===== config.mk =====
export PLATFORM = sky130hd
export DESIGN_NAME = alu_sched
export DESIGN_NICKNAME = d
export VERILOG_FILES = /design/src/rtl/alu_pkg.sv /design/src/rtl/alu_sched_rr_arb2.sv /design/src/rtl/alu_sched.sv
export SDC_FILE = /design/constraint.sdc
export NUM_CORES = 1
export LEC_CHECK = 0
export CORE_ASPECT_RATIO = 0.7
export CORE_UTILIZATION = 28
export DETAILED_ROUTE_END_ITERATION = 6
export PLACE_DENSITY_LB_ADDON = 0.08
export SLEW_MARGIN = 30
export SYNTH_ARGS = -nofsm -noshare
export SYNTH_HDL_FRONTEND = slang
export SYNTH_SLANG_ARGS = --single-unit

===== constraint.sdc =====
create_clock -name clk -period 2.38 [get_ports clk]
set_input_delay 0.357 -clock clk [delete_from_list [all_inputs] [get_ports clk]]
set_output_delay 0.357 -clock clk [all_outputs]
set_load 0.02 [all_outputs]

===== src/rtl/alu_pkg.sv =====
// Shared types and constants for the ALU request scheduler.
// Opcode and FSM state enums, widths and fixed result codes.
package alu_pkg;

  localparam int DATA_W = 8;
  localparam int OP_W   = 4;

  localparam logic [DATA_W-1:0] ILLEGAL_RESULT = 8'hAC;

  typedef enum logic [OP_W-1:0] {
    ALU_ADD = 4'd0,
    ALU_SUB = 4'd1,
    ALU_MUL = 4'd2,
    ALU_DIV = 4'd3
  } alu_op_e;

  typedef enum logic [1:0] {
    IDLE = 2'd0,
    EXEC = 2'd1,
    WAIT = 2'd2,
    RESP = 2'd3
  } state_e;

  function automatic logic op_is_divz(
    input logic [OP_W-1:0]   op,
    input logic [DATA_W-1:0] b
  );
    return (op == ALU_DIV) && (b == '0);
  endfunction

  function automatic logic op_is_legal(
    input logic [OP_W-1:0]   op,
    input logic [DATA_W-1:0] b
  );
    return (op <= ALU_MUL) || ((op == ALU_DIV) && (b != '0));
  endfunction

endpackage


===== src/rtl/alu_sched_rr_arb2.sv =====
// Two-input round-robin arbiter.
// Priority flips to the other input only when a grant is accepted.
module rr_arb2
  import alu_pkg::*;
(
  input  logic       clk,
  input  logic       rst_n,
  input  logic [1:0] req_i,
  input  logic       upd_i,
  output logic [1:0] gnt_o
);

  // prio_q = 1 means requester 1 wins a tie.
  logic prio_q;

  // Grant the sole requester, or the prioritised one on a tie.
  always_comb begin
    gnt_o    = '0;
    gnt_o[0] = req_i[0] & (~req_i[1] | ~prio_q);
    gnt_o[1] = req_i[1] & (~req_i[0] | prio_q);
  end

  // Hand priority to the other side after an accept.
  always_ff @(posedge clk or negedge rst_n) begin
    if (!rst_n) begin
      prio_q <= 1'b0;
    end else if (upd_i) begin
      prio_q <= gnt_o[0];
    end
  end

endmodule


===== src/rtl/alu_sched.sv =====
// Schedules two requesters onto one shared registered ALU.
// Illegal ops and divide-by-zero are answered without the ALU.
module alu_sched
  import alu_pkg::*;
#(
  parameter logic [DATA_W-1:0] DIVZ_RESULT = 8'hFF
) (
  input  logic              clk,
  input  logic              reset,
  input  logic              r0_valid,
  input  logic              r1_valid,
  output logic              r0_ready,
  output logic              r1_ready,
  input  logic [DATA_W-1:0] r0_a,
  input  logic [DATA_W-1:0] r0_b,
  input  logic [DATA_W-1:0] r1_a,
  input  logic [DATA_W-1:0] r1_b,
  input  logic [OP_W-1:0]   r0_op,
  input  logic [OP_W-1:0]   r1_op,
  output logic              rsp_valid,
  output logic              rsp_id,
  output logic [DATA_W-1:0] rsp_f,
  output logic              rsp_cout,
  output logic              rsp_err,
  output logic [DATA_W-1:0] alu_a,
  output logic [DATA_W-1:0] alu_b,
  output logic [OP_W-1:0]   alu_sel,
  input  logic [DATA_W-1:0] alu_f,
  input  logic              alu_cout
);

  state_e state_q, state_d;

  logic [1:0]        gnt;
  logic              acc;
  logic              acc_id;
  logic [DATA_W-1:0] sel_a;
  logic [DATA_W-1:0] sel_b;
  logic [OP_W-1:0]   sel_op;
  logic              legal;
  logic              divz;

  logic [DATA_W-1:0] alu_a_q;
  logic [DATA_W-1:0] alu_b_q;
  logic [OP_W-1:0]   alu_sel_q;
  logic              id_q;
  logic              rsp_id_q;
  logic [DATA_W-1:0] rsp_f_q;
  logic              rsp_cout_q;
  logic              rsp_err_q;

  rr_arb2 u_arb (
    .clk   (clk),
    .rst_n (reset),
    .req_i ({r1_valid, r0_valid}),
    .upd_i (acc),
    .gnt_o (gnt)
  );

  // Mux the granted request and classify its opcode.
  always_comb begin
    acc_id = gnt[1];
    sel_a  = acc_id ? r1_a  : r0_a;
    sel_b  = acc_id ? r1_b  : r0_b;
    sel_op = acc_id ? r1_op : r0_op;
    legal  = op_is_legal(sel_op, sel_b);
    divz   = op_is_divz(sel_op, sel_b);
    acc    = (r0_valid & r0_ready) | (r1_valid & r1_ready);
  end

  // Next state and ready outputs.
  always_comb begin
    state_d  = state_q;
    r0_ready = 1'b0;
    r1_ready = 1'b0;
    unique case (state_q)
      IDLE: begin
        r0_ready = gnt[0] & reset;
        r1_ready = gnt[1] & reset;
        if (acc) begin
          state_d = legal ? EXEC : RESP;
        end
      end
      EXEC:    state_d = WAIT;
      WAIT:    state_d = RESP;
      RESP:    state_d = IDLE;
      default: state_d = IDLE;
    endcase
  end

  // State register.
  always_ff @(posedge clk or negedge reset) begin
    if (!reset) begin
      state_q <= IDLE;
    end else begin
      state_q <= state_d;
    end
  end

  // ALU operands load on a legal accept; response regs load on RESP entry.
  always_ff @(posedge clk or negedge reset) begin
    if (!reset) begin
      alu_a_q    <= '0;
      alu_b_q    <= '0;
      alu_sel_q  <= '0;
      id_q       <= 1'b0;
      rsp_id_q   <= 1'b0;
      rsp_f_q    <= '0;
      rsp_cout_q <= 1'b0;
      rsp_err_q  <= 1'b0;
    end else begin
      if (acc && legal) begin
        alu_a_q   <= sel_a;
        alu_b_q   <= sel_b;
        alu_sel_q <= sel_op;
        id_q      <= acc_id;
      end
      if (acc && !legal) begin
        rsp_id_q   <= acc_id;
        rsp_f_q    <= divz ? DIVZ_RESULT : ILLEGAL_RESULT;
        rsp_cout_q <= 1'b0;
        rsp_err_q  <= 1'b1;
      end
      if (state_q == WAIT) begin
        rsp_id_q   <= id_q;
        rsp_f_q    <= alu_f;
        rsp_cout_q <= alu_cout;
        rsp_err_q  <= 1'b0;
      end
    end
  end

  assign rsp_valid = (state_q == RESP);
  assign rsp_id    = rsp_id_q;
  assign rsp_f     = rsp_f_q;
  assign rsp_cout  = rsp_cout_q;
  assign rsp_err   = rsp_err_q;
  assign alu_a     = alu_a_q;
  assign alu_b     = alu_b_q;
  assign alu_sel   = alu_sel_q;

endmodule


==> results.toml, run 1 <==
[status]
status = "finished, final reports clean"

[sta]
setup_viol = 0
max_slew_margin_pct = 49.9
period_needed_ns = 2.30
fmax_mhz = 435
tightest_slew_ns = 0.749
hold_viol_final = 0
grt_setup_unrepaired = "no"
setup-tns-final_ns = 0
fin_crit_sh_pct = 96.6
final_max_slew_viol_count = 0
clock_skew_ns = 0.00557

[clocking]
cts_tree = "built"
clockBufferDepth = 2
clock-sinks = 35
postCtsSetupBuffers = 0
insertion_delay_ns = 0.28
htreeDepth = 2
cts_buffers = 5
clk_root_buffer_cell = "clkbuf_8"
clkTransAtPathRegs_ns = 0.07

[logic_synthesis]
seq_area_frac_synth_pct = 49.4
yosysWarnings = 0
ys.flop_type = "dfrtp_1"
synth-edff-count = 0
synthDistinctLibCells = 28
synthTopCellsByCount = "dfrtp_1 (35), a21oi_1 (28), mux2i_1 (21)"
syn_nets = 232
synth_area_um2 = 1770
yosys_register_bits = 35
synth_area_leaders = "dfrtp_1 (49%), mux2i_1 (12%), a21oi_1 (7.9%)"
avgSynthCellArea_um2 = 10.1
synth_top_area_share_pct = 49.4
syn-instance-count = 175
synth_area_leader_cell = "dfrtp_1"
async_flop_share_pct = 100
yosysMostFrequentCell = "dfrtp_1"

[global_route]
grt_pass1_wl_mm = 7.83
grt_max_degree = 38
antenna_found_initial = 0
gr-total-overflow = 0
grt_pass1_vias = 1618
grt_use_total_pct = 15.4

[setup_path]
rr_worst_depth = 7
critical_path_class = "input port to output pin"
startpoint_type = "input port"
cp-startpoint = "r0_valid"
crit_path_max_fanout = 10
reg2reg_from = "state_q[1]"
critPathRequiredTime_ns = 2.02
cp.arrival_ns = 1.94
end_kind = "output pin"

[placement]
dp.final_hpwl_mm = 3.69
routabilityCongestion = 0.716
port_buffers = 86

[route]
vias = 1660
dr.pass1.iters = 4
drc = 0
viasPerCell = 4.73
drt_iter0_markers = 33
drtAntennaViolNets = 0
wl_per_cell_um = 14.2
routed_wl_mm = 4.97

[floorplanning]
pin_count = 87
start_util_pct = 30.0
fp.coreArea_um2 = 5900
core.rowCount = 23
die_area_um2 = 6650
fp.dieH_um = 68.6
fp.dieW_um = 97.1

[finish]
syn_to_final_growth_pct = 64.9
fill_cells = 555
fin_util_pct = 49.5
antenna_cells = 0
fin_nets = 333
drive_above_1_share_pct = 12.0

[power]
power_mw = 3.21
ir_worst_vdd_mv = 0.475
p_per_area_nw_per_um2 = 1100
p_leak_nw = 1.30

[worst_hold_path]
min_path_type = "input port to asynchronous set/reset pin"

[run]
cap_violations = 0
==> cell families (layout without fill, tap and decap cells) <==
family,after synthesis,count (layout),share of synthesized area [%]
AO/OA/AOI/OAI,58,58,19.4
adder cells (fa/ha/maj),4,4,2.82
buffers and inverters,15,116,3.60
flip-flops,35,35,49.4
multiplexers,23,23,13.1
AND/OR/NAND/NOR,40,40,11.6
==> sequential cells by signal, summed over array words and instances, names as in the netlist <==
name and count:
alu_sel 4, id_q 1, alu_b 8, rsp_cout 1, u_arb.prio_q 1, rsp_id 1, rsp_f 8, alu_a 8
state_q 2, rsp_err 1
==> layout make-up <==
class | count | area [um2] | share of cell area [%]
Clock buffer | 6 | 82.6 | 2.83
Clock inverter | 1 | 5.00 | 0.171
Inverter | 5 | 18.8 | 0.642
Multi-Input combinational cell | 125 | 848 | 29.0
Sequential cell | 35 | 876 | 30.0
Tap cell | 75 | 93.8 | 3.21
Timing Repair Buffer | 104 | 997 | 34.1
==> worst max-delay path, cell delays in order <==
cell	delay, ns
clkdlybuf4s50_1	0.50
inv_1	0.08
o21ai_4	0.21
buf_6	0.20
nor2_1	0.06
clkdlybuf4s50_1	0.53
==> per-layer routing <==
layer / routed length [um] / GRT usage, % / part of all wire, %
met4: 36 / 5.60 / 0.72
met2: 2070 / 23.2 / 42
met1: 2500 / 20.8 / 50
met3: 368 / 5.14 / 7.4
met5: 0 / 0 / 0
==> stage by stage <==
stage / instances / area (um2) / hold slack (ns) / worst slack (ns)
2_1_floorplan: 175 / 1770 / 0.0614 / 0.656
3_3_place_gp: 344 / 2810 / 0.463 / -0.309
3_5_place_dp: 344 / 2820 / 0.465 / -0.0975
4_1_cts: 351 / 2910 / 0.162 / 0.0254
5_1_grt: 351 / 2920 / 0.190 / 0.0168
6_report: 351 / 2920 / 0.137 / 0.0806
==> layout by cell type (no fill, tap or decap), types with 2 or more instances in the layout <==
| cell | count |
|---|---|
| inv_1 | 5 |
| nor4_1 | 2 |
| mux2i_1 | 21 |
| a2bb2oi_1 | 2 |
| buf_4 | 17 |
| o21ai_0 | 5 |
| a31oi_1 | 16 |
| dfrtp_1 | 35 |
| nor2b_1 | 7 |
| clkbuf_8 | 6 |
| nand2_1 | 6 |
| ha_1 | 4 |
| a21oi_1 | 28 |
| mux2_2 | 2 |
| nor2_1 | 13 |
| clkdlybuf4s50_1 | 84 |
| a21o_1 | 2 |
| nor4bb_1 | 2 |
| nand3_1 | 4 |
==> report_power, final <==
| group | switching, mW | internal (mW) |
|---|---|---|
| logic | 0.856 | 0.882 |
| clock network | 0.204 | 0.227 |
| registers | 0.161 | 0.876 |
==> repair_timing <==
| item | CTS | global route |
|---|---|---|
| gates resized for setup | 1 | 2 |
| pin swaps | 0 | 0 |
| setup endpoints to repair | 1 | 2 |
| endpoints found under the hold margin | 0 | 0 |
| hold buffers | 0 | 0 |
==> path summary, 6_finish.rpt <==
check | end | slack (ns)
setup / recovery | r1_ready | 0.08
hold / removal | rsp_f[0] | 0.14
setup reg to reg | alu_a[3] | 0.26
hold reg to reg | alu_sel[2] | 0.51
max in group asynchronous | alu_sel[0] | 1.90
min in group clk | alu_sel[2] | 0.51
Note: power is estimated with default switching activity, not from simulation.
==> run 2, diff against run 1 <==
--- a/config.mk
+++ b/config.mk
@@ -6,6 +6,7 @@
 export NUM_CORES = 1
 export LEC_CHECK = 0
 export CORE_ASPECT_RATIO = 0.7
+export CORE_MARGIN = 2
 export CORE_UTILIZATION = 28
 export DETAILED_ROUTE_END_ITERATION = 6
 export PLACE_DENSITY_LB_ADDON = 0.08
==> run 2 against run 1 <==
  * Combinational power about the same
  * Hold slack improved by 0.0034 ns
  * Flip-flop and latch count stayed put
  * Register-to-register slack better by 0.11 ns
  * Sequential share of layout area is 0.29 points lower
  * Final cell count up 1.7%
  * Critical endpoint unchanged
==> results.toml, run 2 (same netlist as run 1, synthesis figures left out) <==
[floorplanning]
start_util_pct = 28.6
core.rowCount = 24
fp.dieH_um = 70.6
pin_count = 87
fp.coreArea_um2 = 6190
fp.dieW_um = 99.1
die_area_um2 = 6990

[finish]
antenna_cells = 0
layout_common_cells = "clkdlybuf4s50_1 (84), dfrtp_1 (35), a21oi_1 (28)"
stdcell_area_um2 = 2950
ff_latch_area_um2 = 876
fin_nets = 335
fin_util_pct = 47.7
drive_above_1_share_pct = 12.2
fill_cells = 588
multi_input_area_um2 = 846
layout_commonest_cell = "clkdlybuf4s50_1"
syn_to_final_growth_pct = 66.5

[global_route]
busiest_layer = "met2"
antenna_found_initial = 0
gr-total-overflow = 0
use_met3_pct = 4.45
grt_pass1_wl_mm = 8.38
use_met2_pct = 23.0
grt_use_total_pct = 15.0
grtUsageMet1_pct = 21.4
grt_max_degree = 37
grt_pass1_vias = 1717

[clocking]
clockBufferDepth = 2
clock-sinks = 35
postCtsSetupBuffers = 0
insertion_delay_ns = 0.28
cts_buffers = 5
htreeDepth = 2
clkTransAtPathRegs_ns = 0.07
clk_root_buffer_cell = "clkbuf_8"
cts_tree = "built"

[sta]
fmax_mhz = 436
final_max_slew_viol_count = 0
period_needed_ns = 2.29
setup-tns-final_ns = 0
setup_viol = 0
fin_crit_sh_pct = 96.4
grt_setup_unrepaired = "no"
clock_skew_ns = 0.00427
tightest_slew_ns = 0.611
hold_viol_final = 0
postLayoutSetupSlackWorst_ns = 0.0863
max_slew_margin_pct = 59.2

[power]
p_per_area_nw_per_um2 = 1100
combPwrFrac_pct = 53.8
internal-power_mw = 2.03
power_frac_clock_pct = 14.5
seqPwrFrac_pct = 31.7
p_sw_share_pct = 37.8
ir_worst_vdd_mv = 0.482
p_leak_nw = 1.31
p_switching_mw = 1.23

[setup_path]
r2r_end = "alu_a[5]"
crit_family = "buffers and inverters"
critPathSlowestCell = "clkdlybuf4s50_1"
startpoint_type = "input port"
critical_path_class = "input port to output pin"
rr_worst_depth = 7
cp.arrival_ns = 1.94
cp_common_cell = "clkdlybuf4s50_1"
critPathRequiredTime_ns = 2.02
regToRegSetupSlack_ns = 0.37
slowest_delay_ns = 0.61
path_buf_inv = 4
end_kind = "output pin"
reg2reg_from = "state_q[1]"
crit_path_max_fanout = 9
worstPathCellList = "clkdlybuf4s50_1, buf_4, o21ai_4, buf_6, nor2_1, clkdlybuf4s50_1"

[placement]
routabilityCongestion = 0.748
pre_cts_ws_ns = -0.198
dp.final_hpwl_mm = 3.73
port_buffers = 86
place_area_um2 = 2840

[route]
viasPerCell = 4.75
routed_wl_mm = 5.05
wl_per_cell_um = 14.2
drtAntennaViolNets = 0
drt_iter0_markers = 60
drc = 0
vias = 1694
dr.pass1.iters = 4

[worst_hold_path]
min_path_type = "input port to asynchronous set/reset pin"

[run]
cap_violations = 0

[status]
status = "finished, final reports clean"
## run 2: worst max path at each step
stage | start | end | slack [ns] | depth (start not counted)
finish | r1_valid | r1_ready | 0.09 | 6
global route | r0_valid | r1_ready | 0.01 | 6
CTS | r1_valid | r1_ready | 0.03 | 6
detailed placement | r0_valid | alu_a[5] | -0.20 | 7
global placement | r0_valid | alu_a[5] | -0.13 | 7
floorplan | state_q[0] | id_q | 0.66 | 7
## run 2: through the flow
| stage | total power [mW] | instances | hold WS, ns |
|---|---|---|---|
| floorplan | 1.93 | 175 | 0.0614 |
| global placement | 2.80 | 349 | 0.480 |
| detailed placement | 2.80 | 349 | 0.480 |
| CTS | 3.29 | 357 | 0.170 |
| global route | 3.48 | 357 | 0.193 |
| finish | 3.26 | 357 | 0.140 |
## run 2: cell type report
cell class | count | area share, %
Tap cell | 78 | 3.31
Sequential cell | 35 | 29.7
Inverter | 5 | 0.636
Timing Repair Buffer | 106 | 34.3
Clock buffer | 8 | 3.39
Multi-Input combinational cell | 125 | 28.7
## run 2: layer usage
layer	share of wire [%]	vias up	routed length [um]
li1	-	843	-
met2	43	52	2160
met4	0.87	0	44
met3	6.6	7	335
met5	0	-	0
met1	50	792	2510
## run 2: timing repair
action                     in CTS  in global routing
hold buffers                    0                  0
setup endpoints to repair       0                  2
resized for setup               0                  2
## run 2: power groups by stage
stage / Sequential, mW / Combinational, mW / Clock, mW
detailed placement: 1.03 / 1.77 / 0
finish: 1.03 / 1.75 / 0.473
global placement: 1.04 / 1.76 / 0
global route: 1.06 / 1.90 / 0.513
CTS: 1.03 / 1.77 / 0.488
floorplan: 1.33 / 0.607 / 0
==> run 3, diff against run 2 <==
--- a/config.mk
+++ b/config.mk
@@ -6,7 +6,6 @@
 export NUM_CORES = 1
 export LEC_CHECK = 0
 export CORE_ASPECT_RATIO = 0.7
-export CORE_MARGIN = 2
 export CORE_UTILIZATION = 28
 export DETAILED_ROUTE_END_ITERATION = 6
 export PLACE_DENSITY_LB_ADDON = 0.08
==> results of run 3 <==
The final DEF is identical to that of run 1; final timing and power are the same.
